**config.mk**
```make
export PLATFORM = sky130hd
export DESIGN_NAME = ysyx_23060184_next_pc
export DESIGN_NICKNAME = d
export VERILOG_FILES = /design/src/rtl/ysyx_23060184_next_pc_pkg.sv /design/src/rtl/ysyx_23060184_next_pc_btb.sv /design/src/rtl/ysyx_23060184_next_pc.sv
export SDC_FILE = /design/constraint.sdc
export NUM_CORES = 1
export LEC_CHECK = 0
export ABC_AREA = 1
export CAP_MARGIN = 30
export CORE_ASPECT_RATIO = 0.9
export CORE_MARGIN = 2
export CORE_UTILIZATION = 38
export DETAILED_ROUTE_END_ITERATION = 10
export PLACE_DENSITY = 0.8
export SETUP_SLACK_MARGIN = 0.3
export SYNTH_ARGS = -nofsm -noshare
export SYNTH_HDL_FRONTEND = slang
export SYNTH_HIERARCHICAL = 1
export SYNTH_SLANG_ARGS = --single-unit
```
**constraint.sdc**
```tcl
create_clock -name clk -period 2.47 [get_ports clk]
set_input_delay 0.3705 -clock clk [delete_from_list [all_inputs] [get_ports clk]]
set_output_delay 0.3705 -clock clk [all_outputs]
set_load 0.01 [all_outputs]
```
**src/rtl/ysyx_23060184_next_pc_pkg.sv**
```systemverilog
// rtl/ysyx_23060184_next_pc_pkg.sv - shared encodings for the next-PC unit and its BTB
package ysyx_23060184_next_pc_pkg;

    localparam logic [2:0] KIND_NONE   = 3'd0;
    localparam logic [2:0] KIND_JAL    = 3'd1;
    localparam logic [2:0] KIND_JALR   = 3'd2;
    localparam logic [2:0] KIND_BRANCH = 3'd3;
    localparam logic [2:0] KIND_ECALL  = 3'd4;
    localparam logic [2:0] KIND_MRET   = 3'd5;

    localparam logic [2:0] F3_BEQ  = 3'b000;
    localparam logic [2:0] F3_BNE  = 3'b001;
    localparam logic [2:0] F3_BLT  = 3'b100;
    localparam logic [2:0] F3_BGE  = 3'b101;
    localparam logic [2:0] F3_BLTU = 3'b110;
    localparam logic [2:0] F3_BGEU = 3'b111;

    localparam int         PC_SRC_LENGTH  = 3;
    localparam logic [2:0] PC_SRC_PCPLUS4 = 3'd0;
    localparam logic [2:0] PC_SRC_TARGET  = 3'd1;
    localparam logic [2:0] PC_SRC_ALU     = 3'd2;
    localparam logic [2:0] PC_SRC_CSR     = 3'd3;

    typedef enum logic [1:0] {
        ST_BOOT   = 2'd0,
        ST_FETCH  = 2'd1,
        ST_BUBBLE = 2'd2
    } state_e;

    // flag carries the slt/sltu result, so BGE/BGEU are its inverse
    function automatic logic branch_taken(input logic [2:0] funct3, input logic zero, input logic flag);
        case (funct3)
            F3_BEQ:           return zero;
            F3_BNE:           return ~zero;
            F3_BLT, F3_BLTU:  return flag;
            F3_BGE, F3_BGEU:  return ~flag;
            default:          return 1'b0;
        endcase
    endfunction

endpackage

```
**src/rtl/ysyx_23060184_next_pc_btb.sv**
```systemverilog
// rtl/ysyx_23060184_next_pc_btb.sv - direct-mapped BTB with 2-bit counters
module ysyx_23060184_btb
    #(
        parameter int XLEN    = 32,
        parameter int ENTRIES = 8
    )
    (
        input  logic            clk,
        input  logic            rst,
        input  logic [XLEN-1:0] lookup_pc,
        output logic            pred_taken,
        output logic [XLEN-1:0] pred_target,
        input  logic            upd_en,
        input  logic [XLEN-1:0] upd_pc,
        input  logic            upd_taken,
        input  logic            upd_jump,
        input  logic [XLEN-1:0] upd_target
    );

    localparam int IW = $clog2(ENTRIES);
    localparam int TW = XLEN - IW - 2;

    logic            valid_q [ENTRIES];
    logic [TW-1:0]   tag_q   [ENTRIES];
    logic [XLEN-1:0] tgt_q   [ENTRIES];
    logic [1:0]      ctr_q   [ENTRIES];

    logic [IW-1:0] lidx, uidx;
    logic [TW-1:0] ltag, utag;
    logic          upd_hit;
    logic          unused_low;

    assign lidx       = lookup_pc[IW+1:2];
    assign ltag       = lookup_pc[XLEN-1:IW+2];
    assign uidx       = upd_pc[IW+1:2];
    assign utag       = upd_pc[XLEN-1:IW+2];
    assign unused_low = ^{lookup_pc[1:0], upd_pc[1:0]};

    // reads are purely combinational, so a same-cycle update is not visible
    assign pred_taken  = valid_q[lidx] && (tag_q[lidx] == ltag) && ctr_q[lidx][1];
    assign pred_target = tgt_q[lidx];
    assign upd_hit     = valid_q[uidx] && (tag_q[uidx] == utag);

    always_ff @(posedge clk or posedge rst) begin
        if (rst) begin
            for (int i = 0; i < ENTRIES; i++) valid_q[i] <= 1'b0;
        end else if (upd_en && !upd_hit && upd_taken) begin
            valid_q[uidx] <= 1'b1;
        end
    end

    always_ff @(posedge clk) begin
        if (upd_en) begin
            if (upd_hit) begin
                if (upd_taken) begin
                    if (ctr_q[uidx] != 2'd3) ctr_q[uidx] <= ctr_q[uidx] + 2'd1;
                    tgt_q[uidx] <= upd_target;
                end else if (ctr_q[uidx] != 2'd0) begin
                    ctr_q[uidx] <= ctr_q[uidx] - 2'd1;
                end
            end else if (upd_taken) begin
                tag_q[uidx] <= utag;
                tgt_q[uidx] <= upd_target;
                ctr_q[uidx] <= upd_jump ? 2'd3 : 2'd2;
            end
        end
    end

endmodule

```
**src/rtl/ysyx_23060184_next_pc.sv**
```systemverilog
// rtl/ysyx_23060184_next_pc.sv - fetch PC owner and EX redirect resolver; BTB under YSYX_23060184_BTB_EN
module ysyx_23060184_next_pc
    import ysyx_23060184_next_pc_pkg::*;
    #(
        parameter int              XLEN        = 32,
        parameter logic [XLEN-1:0] RESET_PC    = 'h8000_0000,
        parameter int              BTB_ENTRIES = 8
    )
    (
        input  logic                     clk,
        input  logic                     rst,
        output logic [XLEN-1:0]          pc_o,
        output logic                     pc_valid_o,
        input  logic                     pc_ready_i,
        output logic [XLEN-1:0]          pred_npc_o,
        input  logic                     ex_valid_i,
        input  logic [2:0]               ex_kind_i,
        input  logic [2:0]               ex_funct3_i,
        input  logic                     ex_zero_i,
        input  logic                     ex_flag_i,
        input  logic [XLEN-1:0]          ex_pc_i,
        input  logic [XLEN-1:0]          ex_pred_npc_i,
        input  logic [XLEN-1:0]          ex_target_i,
        input  logic [XLEN-1:0]          ex_alu_i,
        input  logic [XLEN-1:0]          csr_read_i,
        output logic                     flush_o,
        output logic [PC_SRC_LENGTH-1:0] pc_src_o
    );

    state_e          state;
    logic [XLEN-1:0] pc_q, seq_npc, resolved_npc;
    logic [2:0]      resolved_src;
    logic            valid_q, cf_taken, is_csr, redirect;

    assign seq_npc = pc_q + XLEN'(4);

    always_comb begin
        resolved_npc = ex_pc_i + XLEN'(4);
        resolved_src = PC_SRC_PCPLUS4;
        cf_taken     = 1'b0;
        is_csr       = 1'b0;
        case (ex_kind_i)
            KIND_JAL: begin
                resolved_npc = ex_target_i;
                resolved_src = PC_SRC_TARGET;
                cf_taken     = 1'b1;
            end
            KIND_JALR: begin
                resolved_npc = {ex_alu_i[XLEN-1:1], 1'b0};
                resolved_src = PC_SRC_ALU;
                cf_taken     = 1'b1;
            end
            KIND_BRANCH: begin
                cf_taken = branch_taken(ex_funct3_i, ex_zero_i, ex_flag_i);
                if (cf_taken) begin
                    resolved_npc = ex_target_i;
                    resolved_src = PC_SRC_TARGET;
                end
            end
            KIND_ECALL, KIND_MRET: begin
                resolved_npc = csr_read_i;
                resolved_src = PC_SRC_CSR;
                is_csr       = 1'b1;
            end
            default: ;
        endcase
    end

    // trap entry/return always redirects, even when the prediction happens to match
    assign redirect   = ex_valid_i && (is_csr || (resolved_npc != ex_pred_npc_i));
    assign flush_o    = redirect;
    assign pc_src_o   = ex_valid_i ? resolved_src : PC_SRC_PCPLUS4;
    assign pc_o       = pc_q;
    assign pc_valid_o = valid_q;

    always_ff @(posedge clk or posedge rst) begin
        if (rst) begin
            state   <= ST_BOOT;
            pc_q    <= RESET_PC;
            valid_q <= 1'b0;
        end else if (redirect) begin
            state   <= ST_BUBBLE;
            pc_q    <= resolved_npc;
            valid_q <= 1'b0;
        end else begin
            case (state)
                ST_FETCH: if (pc_ready_i) pc_q <= pred_npc_o;
                default: begin
                    state   <= ST_FETCH;
                    valid_q <= 1'b1;
                end
            endcase
        end
    end

`ifdef YSYX_23060184_BTB_EN
    logic            btb_taken, upd_en, upd_jump;
    logic [XLEN-1:0] btb_target;

    assign upd_en   = ex_valid_i && (ex_kind_i == KIND_JAL || ex_kind_i == KIND_JALR || ex_kind_i == KIND_BRANCH);
    assign upd_jump = (ex_kind_i == KIND_JAL) || (ex_kind_i == KIND_JALR);

    ysyx_23060184_btb #(.XLEN(XLEN), .ENTRIES(BTB_ENTRIES)) u_btb (
        .clk         (clk),
        .rst         (rst),
        .lookup_pc   (pc_q),
        .pred_taken  (btb_taken),
        .pred_target (btb_target),
        .upd_en      (upd_en),
        .upd_pc      (ex_pc_i),
        .upd_taken   (cf_taken),
        .upd_jump    (upd_jump),
        .upd_target  (resolved_npc)
    );

    assign pred_npc_o = btb_taken ? btb_target : seq_npc;
`else
    logic unused_btb;
    assign unused_btb = (BTB_ENTRIES > 0) ^ cf_taken;
    assign pred_npc_o = seq_npc;
`endif

endmodule

```
==> flow_summary.json, run 1 <==
{
  "status": "did not finish",
  "die_y_um": 113,
  "cts.sinks": 34,
  "netlist_area_um2": 5010,
  "ys_types": 44,
  "ys_seq_area_frac": 0.170,
  "synth_cells": 939,
  "rows": 39,
  "failed_stage": "global routing",
  "placed_area_um2": 9040,
  "worstEndpointType": "primary output",
  "cts_buffers": 5,
  "grt_max_degree": 35,
  "syn_nets": 1113,
  "start_util": 0.392,
  "synth_warnings": 6,
  "gp_congestion": 0.991,
  "yosys.area.top_type": "nand2_1",
  "syn_area_per_cell_um2": 5.34,
  "ios": 241,
  "pre_cts_slack_ns": -1.09,
  "cts_max_level": 2,
  "root_buffer": "clkbuf_16",
  "grt-ovfl-total": 48,
  "track_usage": 0.695,
  "dp_hpwl_um": 19600,
  "yosysTopAreaCellShare": 0.292,
  "io_buffers": 238,
  "postGrtWorstEndpoint": "pred_npc_o[31]",
  "synth_seq_cells": 34,
  "cts_max_path_buffers": 2,
  "synth_area_leaders": "nand2_1, dfrtp_1, nand3_1, inv_1, nor2_1",
  "die_w_um": 125,
  "stop_error": "[ERROR GRT-0232] Routing congestion too high. Check the congestion heatmap in the GUI.",
  "cts.hold.buffers_added": 0
}
[cells by family after synthesis]
kind of cell | after synthesis | share of synthesized area
adders and majority gates | 2 | 0.00499
buffers and inverters | 144 | 0.121
and+or+nand+nor | 678 | 0.584
AOI/OAI and AO/OA | 44 | 0.0569
DFF | 34 | 0.170
other | 1 | 0.000748
xor gates and xnor gates | 36 | 0.0629
[cells in the mapped netlist, drive strengths merged]
master    n
dfstp     1
nor3      5
buf      21
or2       3
conb      1
o21bai    2
nor4      1
ha        2
o21a      1
dfrtp    33
clkinv    1
nand3   142
nor3b     1
inv     110
clkbuf   12
nand2   395
o211ai    1
o21ai     7
and3      1
a22oi    13
nor2     90
a22o      5
a21boi    1
and2      1
nand4    29
xnor2    15
nand3b   10
a21oi    13
xor2     21
a31oi     1
[metal layers]
layer	GRT overflow	GRT usage
met1	1	0.692
met2	25	0.911
met3	1	0.495
met4	21	0.684
met5	0	0.180
[stage by stage]
stage	util	std cells	hold slack, ns
CTS	0.829	1564	0.505
detailed placement	0.707	1486	0.502
floorplan	-	939	0.498
global placement	0.707	1486	0.499
[what timing repair did]
action	CTS
gates cloned	11
pin swaps	88
gates resized for setup	398
buffers inserted	59
endpoints found under the setup margin	63
==> run 2: changes to the inputs <==
Settings changed: CORE_ASPECT_RATIO 0.9 to default, CORE_UTILIZATION 38 to 40, PLACE_DENSITY 0.8 to default, PLACE_DENSITY_LB_ADDON from default to 0.15, SETUP_SLACK_MARGIN 0.3 to default.
Clock period 2.47 ns to 3.2 ns, I/O delays scaled along.
==> run 2 against run 1 <==
The run now ends clean. Area after synthesis unchanged. Synthesized cell count stayed put.
==> flow_summary.json, run 2 <==
{
  "status": "finished clean",
  "max_slew.worst_pin.slew_ns": 0.501,
  "syn_area_per_cell_um2": 5.34,
  "final_area_um2": 9660,
  "path_clk_slew_ns": 0.05,
  "synthXorXnorAreaFrac": 0.0629,
  "async_flop_share": 1.00,
  "path_class": "in2out",
  "vias": 7646,
  "viasPerCell": 5.08,
  "reg2reg_depth": 17,
  "synth-edff-count": 0,
  "cts.sinks": 34,
  "critPathMaxStageDelay_ns": 0.46,
  "path_buf_inv": 4,
  "rows": 40,
  "period_needed_ns": 3.20,
  "regToRegEndpoint": "pc_o[30]",
  "dp_hpwl_um": 17300,
  "endpoint": "flush_o",
  "ant_nets": 0,
  "crit_family": "simple AND/OR/NAND/NOR gates",
  "grt-ovfl-total": 0,
  "synth_cells": 939,
  "drt-total-wl_um": 22600,
  "track_usage": 0.310,
  "end_kind": "primary output",
  "grt_pass1_vias": 6790,
  "ys_seq_area_frac": 0.170,
  "r2r_start": "pc_o[3]",
  "clk-insertion-delay-late_ns": 0.28,
  "synth-compound-area-share": 0.0569,
  "path_cells": "clkdlybuf4s50_1, nor2_1, nand3_2, nand2_2, nand2_2, nand2_4, clkbuf_16, a21oi_1, nand2_1, nand2_1, nand2_1, nor2_1, nand3_1, nor2_1, nand3_2, nand2_2, inv_2, buf_6",
  "start_util": 0.414,
  "hold_violations": 0,
  "leakagePower_uw": 0.00503,
  "drv_cap": 0,
  "largest_reg_flops": 32,
  "cts_buffers": 5,
  "slew_violations": 0,
  "yosys.area.top_type": "nand2_1",
  "wl_per_cell_um": 15.0,
  "yosysTopAreaCellShare": 0.292,
  "drt_iter0_drc": 825,
  "synthMuxAreaShare": 0,
  "timing.fmax_ghz": 0.313,
  "synth_common_cells": "nand2_1, nand3_1, inv_1",
  "synth_seq_cells": 34,
  "synth_top_family_by_area": "simple AND/OR/NAND/NOR gates",
  "fin_cells": 1506,
  "worst-path-max-fanout": 8,
  "synthSimpleGateAreaFrac": 0.584,
  "die_area_um2": 13400,
  "ios": 241,
  "final_nets": 1511,
  "layout_common_cells": "nand2_1, clkdlybuf4s50_1, buf_4",
  "grt_max_degree": 66,
  "tritoncts": "built",
  "cts_max_path_buffers": 2,
  "path_depth": 18,
  "power.density_nw_per_um2": 267,
  "hp-class": "reg2reg",
  "antenna_found_initial": 0,
  "skew_ns": 0.0101,
  "fin_setup_tns_ns": 0,
  "startpoint_type": "input pin",
  "drc": 0,
  "dp_cells": 1463,
  "final_util": 0.797,
  "crit_arrival_ns": 2.72,
  "hp-start": "pc_o[31]",
  "firstDrtPassIters": 6,
  "placed_area_um2": 8570,
  "finalHoldWorstSlack_ns": 0.511,
  "syn_nets": 1113,
  "synth_warnings": 6,
  "syn_to_final_growth_pct": 92.6,
  "cp-startpoint": "ex_funct3_i[1]",
  "antenna_cells": 0,
  "r2r_slack_ns": 0.55,
  "ys_types": 44,
  "cts_max_level": 2,
  "netlist_area_um2": 5010,
  "finalSetupViolations": 0,
  "rsz0062_at_grt": "true",
  "synth_area_leaders": "nand2_1, dfrtp_1, nand3_1, inv_1, nor2_1",
  "relSlewSlack": 0.666,
  "worst_ir_drop_vdd_mv": 0.210,
  "synthFlopType": "dfrtp_1",
  "crit_slowest_cell": "clkdlybuf4s50_1",
  "io_buffers": 238,
  "drive_above_1_share": 0.243,
  "root_buffer": "clkbuf_16",
  "fin_crit_sh": 1.00,
  "synth.most_common_cell": "nand2_1",
  "required_ns": 2.72,
  "core_area_um2": 12100,
  "grt_pass1_wl_um": 32900,
  "gp_congestion": 0.945,
  "final_common_cell": "nand2_1",
  "cts.hold.buffers_added": 0,
  "synthAdderAreaFrac": 0.00499,
  "die_y_um": 116,
  "die_w_um": 116
}
## run 2: cell counts after synthesis
Identical to the previous run, type by type.
## run 2: where the power goes
part / internal [µW] / leakage (µW) / switching [µW]
registers: 486 / 0.000393 / 78.6
clock network: 389 / 0.0000841 / 180
logic: 768 / 0.00455 / 674
total: 1640 / 0.00503 / 933
## run 2: cells by family after synthesis
kind of cell / count (synthesis)
and+or+nand+nor: 678
buffers and inverters: 144
other: 1
AOI/OAI and AO/OA: 44
DFF: 34
adders and majority gates: 2
xor gates and xnor gates: 36
## run 2: metrics by stage
| stage | power, µW | setup WS (ns) |
|---|---|---|
| after floorplan | 1100 | 0.506 |
| after detailed placement | 1870 | -0.664 |
| after global routing | 2720 | -0.156 |
| after CTS | 2450 | -0.275 |
| final | 2580 | 0.000377 |
| after global placement | 1860 | -0.624 |
## run 2: area by class of cell
cell class	count	area [µm²]
Tap cell	168	210
Sequential cell	34	853
Fill cell	894	2450
Clock buffer	7	143
Inverter	111	420
Multi-Input combinational cell	761	4060
Clock inverter	1	30.0
Timing Repair Buffer	424	3950
## run 2: how the worst min path moves through the flow
| stage | to | depth (start not counted) |
|---|---|---|
| 3_5_place_dp | pc_o[31] | 2 |
| 3_3_place_gp | pc_o[31] | 2 |
| 4_1_cts | pc_o[31] | 2 |
| 5_1_grt | pc_o[31] | 2 |
| 2_1_floorplan | pc_o[31] | 2 |
| 6_report | pc_o[31] | 2 |
## run 2: metal layers
layer	up-vias	track usage	wire length (µm)
met4	0	0.114	782
met1	3450	0.401	9100
met3	61	0.0241	1430
met2	357	0.543	11300
li1	3778	-	-
met5	-	0	0
## run 2: worst min-delay path: stages (launching register included)
cell and delay (ns):
dfstp_2 0.38, nand3_1 0.08, nand2_1 0.05
## run 2: repair_timing
item	in CTS	in global routing
gates cloned	0	2
pin swaps	12	50
setup buffers	13	20
endpoints found under the setup margin	44	48
gates resized for setup	37	160
Power figures use the tool's default switching activity.
